<file path="config.mk">
export PLATFORM = sky130hd
export DESIGN_NAME = asi_seq_ctrl_flat
export DESIGN_NICKNAME = d
export VERILOG_FILES = /design/src/rtl/asi_seq_if.sv /design/src/rtl/asi_seq_ctrl.sv /design/src/flat_wrapper.sv
export SDC_FILE = /design/constraint.sdc
export NUM_CORES = 1
export LEC_CHECK = 0
export CORE_MARGIN = 2
export CORE_UTILIZATION = 51
export CTS_CLUSTER_SIZE = 10
export DETAILED_ROUTE_END_ITERATION = 8
export PLACE_DENSITY = 0.82
export SLEW_MARGIN = 40
export SYNTH_ARGS = -nofsm -noshare
export SYNTH_HDL_FRONTEND = slang
export SYNTH_SLANG_ARGS = --single-unit
</file>
<file path="constraint.sdc">
create_clock -name clock -period 3.63 [get_ports clock]
set_input_delay 0.726 -clock clock [delete_from_list [all_inputs] [get_ports clock]]
set_output_delay 0.726 -clock clock [all_outputs]
set_load 0.05 [all_outputs]
</file>
<file path="src/rtl/asi_seq_if.sv">
// asi_seq_if -- handshake and datapath bundle for asi_seq_ctrl.
//   master : sequencer side (drives requests, strobes, pc/ra, instruction)
//   slave  : environment side (drives start, acks, fetched data, reg reads)
interface asi_seq_if;
   logic        start;
   logic        imem_req;
   logic        imem_ack;
   logic [31:0] imem_data;
   logic [31:0] instruction;
   logic [31:0] data1;
   logic [31:0] data2;
   logic        write_enable;
   logic        dmem_req;
   logic        dmem_we;
   logic        dmem_ack;
   logic [31:0] pc;
   logic [31:0] ra;
   logic        busy;
   logic        fault;

   modport master (
      input  start, imem_ack, imem_data, data1, data2, dmem_ack,
      output imem_req, instruction, write_enable, dmem_req, dmem_we,
             pc, ra, busy, fault
   );

   modport slave (
      output start, imem_ack, imem_data, data1, data2, dmem_ack,
      input  imem_req, instruction, write_enable, dmem_req, dmem_we,
             pc, ra, busy, fault
   );
endinterface

</file>
<file path="src/rtl/asi_seq_ctrl.sv">
// asi_seq_ctrl -- multi-cycle instruction sequencer.
// Fetches an instruction, classifies its opcode, resolves branches/jumps,
// runs the data-memory handshake for loads/stores and strobes the
// register-file write for ALU ops and loads.
// Ports:
//   clock : rising-edge clock
//   reset : synchronous active-high reset
//   bus   : asi_seq_if.master (start, imem/dmem handshakes, instruction,
//           data1/data2 compare inputs, write_enable, pc, ra, busy, fault)
// Build option: ASI_SEQ_TIMEOUT_EN adds a 15-cycle wait limit in FETCH/MEM
// that raises fault and halts.
//
// state    | meaning
// ---------+----------------------------------------------
// S_IDLE   | waiting for start
// S_FETCH  | imem_req high until imem_ack, then latch opcode
// S_DECODE | classify opcode; HALT on 0x00 or illegal
// S_EXEC   | resolve branch/jump, or route to MEM/WB
// S_MEM    | dmem_req high until dmem_ack
// S_WB     | one-cycle write_enable, pc += 4
// S_HALT   | parked until reset
module asi_seq_ctrl (
   input logic       clock,
   input logic       reset,
   asi_seq_if.master bus
);

   typedef enum logic [2:0] {
      S_IDLE, S_FETCH, S_DECODE, S_EXEC, S_MEM, S_WB, S_HALT
   } state_t;

   typedef enum logic [3:0] {
      C_ALU, C_BEQR, C_BNER, C_BEQI, C_BNEI, C_J, C_JAL, C_LOAD, C_STORE
   } cls_t;

   state_t      state;
   cls_t        cls;
   logic [7:0]  op;
   logic [31:0] pc_inc4;
   logic [31:0] pc_inc8;
   logic [31:0] br_tgt;
   logic [31:0] j_tgt;
   logic        reg_eq;
   logic        imm_eq;

`ifdef ASI_SEQ_TIMEOUT_EN
   logic [3:0]  wait_cnt;
`endif

   assign op      = bus.instruction[31:24];
   assign pc_inc4 = bus.pc + 32'd4;
   assign pc_inc8 = bus.pc + 32'd8;
   assign br_tgt  = bus.pc + {{22{bus.instruction[7]}}, bus.instruction[7:0], 2'b00};
   assign j_tgt   = {bus.pc[31:26], bus.instruction[23:0], 2'b00};
   assign reg_eq  = (bus.data1 == bus.data2);
   assign imm_eq  = (bus.data1 == {16'h0000, bus.instruction[15:0]});
   assign bus.busy = (state != S_IDLE) && (state != S_HALT);

   always_ff @(posedge clock) begin
      if (reset) begin
         state            <= S_IDLE;
         cls              <= C_ALU;
         bus.pc           <= '0;
         bus.ra           <= '0;
         bus.instruction  <= '0;
         bus.fault        <= 1'b0;
         bus.imem_req     <= 1'b0;
         bus.dmem_req     <= 1'b0;
         bus.dmem_we      <= 1'b0;
         bus.write_enable <= 1'b0;
`ifdef ASI_SEQ_TIMEOUT_EN
         wait_cnt         <= '0;
`endif
      end else begin
`ifdef ASI_SEQ_TIMEOUT_EN
         // only a stalled FETCH/MEM keeps counting; anything else clears
         wait_cnt <= '0;
`endif
         case (state)
            S_IDLE: begin
               if (bus.start) begin
                  state        <= S_FETCH;
                  bus.imem_req <= 1'b1;
               end
            end
            S_FETCH: begin
               if (bus.imem_ack) begin
                  bus.instruction <= bus.imem_data;
                  bus.imem_req    <= 1'b0;
                  state           <= S_DECODE;
               end
`ifdef ASI_SEQ_TIMEOUT_EN
               else if (wait_cnt == 4'd14) begin
                  bus.imem_req <= 1'b0;
                  bus.fault    <= 1'b1;
                  state        <= S_HALT;
               end else begin
                  wait_cnt <= wait_cnt + 4'd1;
               end
`endif
            end
            S_DECODE: begin
               state <= S_EXEC;
               if ((op >= 8'h05 && op <= 8'h0A) || (op >= 8'h45 && op <= 8'h4C))
                  cls <= C_ALU;
               else if (op == 8'h41) cls <= C_BEQR;
               else if (op == 8'h42) cls <= C_BNER;
               else if (op == 8'h43) cls <= C_BEQI;
               else if (op == 8'h44) cls <= C_BNEI;
               else if (op == 8'h01) cls <= C_J;
               else if (op == 8'h02) cls <= C_JAL;
               else if (op == 8'h81 || op == 8'h82) cls <= C_LOAD;
               else if (op == 8'h83) cls <= C_STORE;
               else if (op == 8'h00) state <= S_HALT;
               else begin
                  bus.fault <= 1'b1;
                  state     <= S_HALT;
               end
            end
            S_EXEC: begin
               case (cls)
                  C_ALU: begin
                     bus.write_enable <= 1'b1;
                     state            <= S_WB;
                  end
                  C_LOAD: begin
                     bus.dmem_req <= 1'b1;
                     state        <= S_MEM;
                  end
                  C_STORE: begin
                     bus.dmem_req <= 1'b1;
                     bus.dmem_we  <= 1'b1;
                     state        <= S_MEM;
                  end
                  default: begin
                     bus.imem_req <= 1'b1;
                     state        <= S_FETCH;
                     case (cls)
                        C_BEQR:  bus.pc <= reg_eq  ? br_tgt  : pc_inc4;
                        C_BNER:  bus.pc <= !reg_eq ? br_tgt  : pc_inc4;
                        C_BEQI:  bus.pc <= imm_eq  ? pc_inc8 : pc_inc4;
                        C_BNEI:  bus.pc <= !imm_eq ? pc_inc8 : pc_inc4;
                        C_J:     bus.pc <= j_tgt;
                        C_JAL: begin
                           bus.pc <= j_tgt;
                           bus.ra <= pc_inc4;
                        end
                        default: bus.pc <= pc_inc4;
                     endcase
                  end
               endcase
            end
            S_MEM: begin
               if (bus.dmem_ack) begin
                  bus.dmem_req <= 1'b0;
                  bus.dmem_we  <= 1'b0;
                  if (cls == C_STORE) begin
                     bus.pc       <= pc_inc4;
                     bus.imem_req <= 1'b1;
                     state        <= S_FETCH;
                  end else begin
                     bus.write_enable <= 1'b1;
                     state            <= S_WB;
                  end
               end
`ifdef ASI_SEQ_TIMEOUT_EN
               else if (wait_cnt == 4'd14) begin
                  bus.dmem_req <= 1'b0;
                  bus.dmem_we  <= 1'b0;
                  bus.fault    <= 1'b1;
                  state        <= S_HALT;
               end else begin
                  wait_cnt <= wait_cnt + 4'd1;
               end
`endif
            end
            S_WB: begin
               bus.write_enable <= 1'b0;
               bus.pc           <= pc_inc4;
               bus.imem_req     <= 1'b1;
               state            <= S_FETCH;
            end
            S_HALT: state <= S_HALT;
            default: state <= S_IDLE;
         endcase
      end
   end

endmodule

</file>
<file path="src/flat_wrapper.sv">
// flat-port wrapper written by rule: the top's interface ports become plain ports
module asi_seq_ctrl_flat 
  (clock, reset, bus_start, bus_imem_ack, bus_imem_data, bus_data1, bus_data2, bus_dmem_ack, bus_imem_req, bus_instruction, bus_write_enable, bus_dmem_req, bus_dmem_we, bus_pc, bus_ra, bus_busy, bus_fault);
  asi_seq_if bus_i ();
  input logic clock;
  input logic reset;
  input wire logic [$bits(bus_i.start)-1:0] bus_start;
  input wire logic [$bits(bus_i.imem_ack)-1:0] bus_imem_ack;
  input wire logic [$bits(bus_i.imem_data)-1:0] bus_imem_data;
  input wire logic [$bits(bus_i.data1)-1:0] bus_data1;
  input wire logic [$bits(bus_i.data2)-1:0] bus_data2;
  input wire logic [$bits(bus_i.dmem_ack)-1:0] bus_dmem_ack;
  output wire logic [$bits(bus_i.imem_req)-1:0] bus_imem_req;
  output wire logic [$bits(bus_i.instruction)-1:0] bus_instruction;
  output wire logic [$bits(bus_i.write_enable)-1:0] bus_write_enable;
  output wire logic [$bits(bus_i.dmem_req)-1:0] bus_dmem_req;
  output wire logic [$bits(bus_i.dmem_we)-1:0] bus_dmem_we;
  output wire logic [$bits(bus_i.pc)-1:0] bus_pc;
  output wire logic [$bits(bus_i.ra)-1:0] bus_ra;
  output wire logic [$bits(bus_i.busy)-1:0] bus_busy;
  output wire logic [$bits(bus_i.fault)-1:0] bus_fault;
  assign bus_i.start = bus_start;
  assign bus_i.imem_ack = bus_imem_ack;
  assign bus_i.imem_data = bus_imem_data;
  assign bus_i.data1 = bus_data1;
  assign bus_i.data2 = bus_data2;
  assign bus_i.dmem_ack = bus_dmem_ack;
  assign bus_imem_req = bus_i.imem_req;
  assign bus_instruction = bus_i.instruction;
  assign bus_write_enable = bus_i.write_enable;
  assign bus_dmem_req = bus_i.dmem_req;
  assign bus_dmem_we = bus_i.dmem_we;
  assign bus_pc = bus_i.pc;
  assign bus_ra = bus_i.ra;
  assign bus_busy = bus_i.busy;
  assign bus_fault = bus_i.fault;
  asi_seq_ctrl u_core (.clock(clock), .reset(reset), .bus(bus_i));
endmodule
</file>
==> flow_metrics.py <==
metrics = {
    "drt": {
        "drc": 0,
        "firstDrtPassIters": 5,
        "detail_route.iter0.violations": 1166,
        "vias": 9817,
        "totalWireLength_um": 30400,
        "vias_per_cell": 6.17,
        "wire_per_inst_um": 19.1,
        "postRouteAntennaNets": 0,
    },
    "global_routing": {
        "grt_max_degree": 52,
        "grt_use_total_pct": 33.7,
        "grt_pass1_vias": 8858,
        "grt_antenna_before_repair": 0,
        "grt_pass1_wl_um": 48100,
        "overflow": 0,
    },
    "sta": {
        "min_period_over_period_pct": 95.2,
        "final_hold_viol_count": 0,
        "setup_viol": 0,
        "fin_skew_ps": 11.8,
        "slew_violations": 0,
        "worst_pin_slew_ps": 761,
        "period_minus_slack_ps": 3460,
        "holdWs_ps": 499,
        "fmax_mhz": 289,
        "relSlewSlack_pct": 48.8,
        "rsz0062_at_grt": "false",
    },
    "power_and_ir_drop": {
        "p_sw_share_pct": 40.8,
        "vdd_drop_max_v": 0.000541,
        "cellPowerDensity_nw_per_um2": 357,
        "power_frac_comb_pct": 39.2,
        "p_int_mw": 2.38,
        "sequentialPowerShare_pct": 35.8,
        "p_leak_nw": 3.98,
        "power_mw": 4.02,
        "p_clk_share_pct": 24.9,
        "power_switching_mw": 1.64,
    },
    "yosys": {
        "avgSynthCellArea_um2": 7.27,
        "synth_top_area_cell": "dfxtp_1",
        "syn_inst": 1179,
        "yosys-top-cells-area": "dfxtp_1 (24%), xor2_1 (7.6%), nand2_1 (6.3%)",
        "ys_ff_latch": 104,
        "synthesis.area_um2": 8570,
        "synth_edf_count": 0,
        "synth_most_common_cell": "nand2_1",
        "synthTopCellsByCount": "nand2_1 (144), nor2_1 (116), dfxtp_1 (104), a21oi_1 (99), xor2_1 (74)",
        "synth-seq-area-share_pct": 24.3,
        "yosys_warnings": 0,
        "yosysUniqueCellTypes": 81,
        "ys_dominant_reg_cell": "dfxtp_1",
        "yosysTopAreaCellShare_pct": 24.3,
        "synth-async-reset-ratio_pct": 0,
    },
    "clocking": {
        "cts_buffer_depth": 2,
        "postCtsResizedCells": 0,
        "cts_buffers": 9,
        "cts_tree": "done",
        "clkSinkCount": 104,
        "holdBufCountCts": 0,
        "clk_pin_slew_ps": 70,
        "clock_latency_ps": 360,
        "root_buffer": "clkbuf_16",
        "htreeDepth": 3,
        "cts_setup_buffers": 0,
    },
    "setup_path": {
        "reg2reg_depth": 10,
        "crit_path_max_fanout": 6,
        "r2r_start": "u_core.bus.instruction[7]",
        "setup.worst_path.class": "in -> reg",
        "crit_path_start": "bus_data1[20]",
        "cp-end-kind": "flop",
        "startpoint_type": "input port",
        "r2r_slack_ps": 200,
        "r2r_end": "u_core.bus.pc[31]",
        "arrival_ps": 3740,
        "crit_path_end": "u_core.bus.pc[19]",
        "required_ps": 3910,
    },
    "die": {
        "die_w_um": 134,
        "num_rows": 47,
        "io_pins": 203,
        "fp.coreArea_um2": 16500,
        "initial_core_util_pct": 51.8,
        "die_h_um": 134,
        "dieArea_um2": 17900,
    },
    "placement": {
        "io_buffers": 198,
        "place_inst": 1576,
        "dp_hpwl_um": 23500,
        "gp_congestion": 0.980,
        "dpl_cell_area_um2": 11000,
    },
    "layout": {
        "drive_above_1_share_pct": 7.43,
        "final_core_util_pct": 68.2,
        "final_area_um2": 11300,
        "fin_cells": 1592,
        "syn_to_final_growth_pct": 31.5,
        "antennaDiodeCount": 0,
        "fin_nets": 1500,
        "fillers": 1420,
    },
    "run": {
        "drv_cap": 0,
    },
    "status": {
        "status": "completed",
    },
    "min_path": {
        "min_path_type": "reg -> reg",
    },
}
## flip-flops by register name, indices dropped and copies added, names as in the netlist
signal / count
u_core.bus.dmem_req: 1
u_core.bus.dmem_we: 1
u_core.bus.fault: 1
u_core.bus.imem_req: 1
u_core.bus.instruction: 32
u_core.bus.pc: 30
u_core.bus.ra: 30
u_core.bus.write_enable: 1
u_core.cls: 4
u_core.state: 3
## placed cells by master (no fill, tap or decap), types with 7 or more instances in the layout
master | netlist | routed
a311oi_1 | 8 | 8
o21a_1 | 9 | 9
o21ai_0 | 35 | 35
o21ai_1 | 23 | 23
nor2_1 | 116 | 116
a221oi_1 | 9 | 9
clkbuf_16 | 0 | 9
dfxtp_1 | 104 | 104
o21bai_1 | 7 | 7
a31oi_1 | 15 | 15
a211oi_1 | 41 | 40
clkdlybuf4s50_1 | 0 | 197
nor2b_1 | 7 | 7
nand3_1 | 40 | 40
xor2_1 | 74 | 74
a21o_1 | 12 | 12
buf_4 | 5 | 64
o221ai_1 | 8 | 8
a21oi_1 | 99 | 99
xnor2_1 | 39 | 39
nand2_1 | 144 | 143
ha_1 | 31 | 31
nand4_1 | 18 | 18
and2_1 | 11 | 11
nor4_1 | 17 | 16
o31ai_1 | 8 | 8
nand2b_1 | 16 | 16
nor3_1 | 35 | 34
nor4_2 | 10 | 11
inv_1 | 32 | 32
## metal layers
| layer | GRT usage (%) | routed length (um) |
|---|---|---|
| met4 | 12.0 | 1000 |
| met5 | 0 | 0 |
| met3 | 5.25 | 2710 |
| met2 | 51.1 | 13400 |
| met1 | 48.4 | 13400 |
## worst min path at each step
stage | start | end | slack [ps] | cells after the start
2_1_floorplan | u_core.cls[2] | u_core.cls[2] | 660 | 3
6_report | u_core.bus.ra[10] | u_core.bus.ra[10] | 500 | 2
3_3_place_gp | u_core.bus.dmem_we | u_core.bus.dmem_we | 470 | 2
4_1_cts | u_core.bus.dmem_we | u_core.bus.dmem_we | 500 | 2
5_1_grt | u_core.bus.ra[5] | u_core.bus.ra[5] | 520 | 2
3_5_place_dp | u_core.bus.fault | u_core.bus.fault | 480 | 2
## power groups by stage
stage / clock, mW / combinational, mW / sequential, mW
floorplan: 0 / 0.814 / 1.62
global placement: 0 / 1.53 / 1.45
detailed placement: 0 / 1.55 / 1.46
CTS: 1.01 / 1.56 / 1.43
global route: 1.05 / 1.70 / 1.45
finish: 1.00 / 1.58 / 1.44
## area by class of cell
| class | count | area, um^2 | share of cell area [%] |
|---|---|---|---|
| inverter | 32 | 120 | 1.07 |
| multi-input combinational | 958 | 6030 | 53.5 |
| sequential | 104 | 2080 | 18.5 |
| clock inverter | 5 | 56.3 | 0.500 |
| tap | 220 | 275 | 2.44 |
| timing repair buffer | 262 | 2470 | 21.9 |
| clock buffer | 11 | 233 | 2.07 |
## stage by stage
step,setup WS (ps),TNS (ps)
floorplan,302,0
global placement,-123,-369
detailed placement,-115,-440
CTS,238,0
global route,42.1,0
finish,174,0
## critical path: stages
cell	delay [ps]
clkdlybuf4s50_1	470
nor4_1	330
nand4_1	250
or4_1	620
buf_4	180
nor3_1	350
or2_1	300
nor2_1	90
a211o_1	300
a21oi_1	130
## cells by family (layout without fill, tap and decap cells)
logic type	after synthesis	after routing	share of synthesized area [%]
AO/OA/AOI/OAI	339	339	26.3
XOR/XNOR	113	113	11.6
adder cells (fa/ha/maj)	32	32	4.76
buffers and inverters	120	310	5.67
flip-flops	104	104	24.3
multiplexers	4	4	0.467
other	1	4	0.0438
AND/OR/NAND/NOR	466	466	26.9
Power figures use the tool's default switching activity.
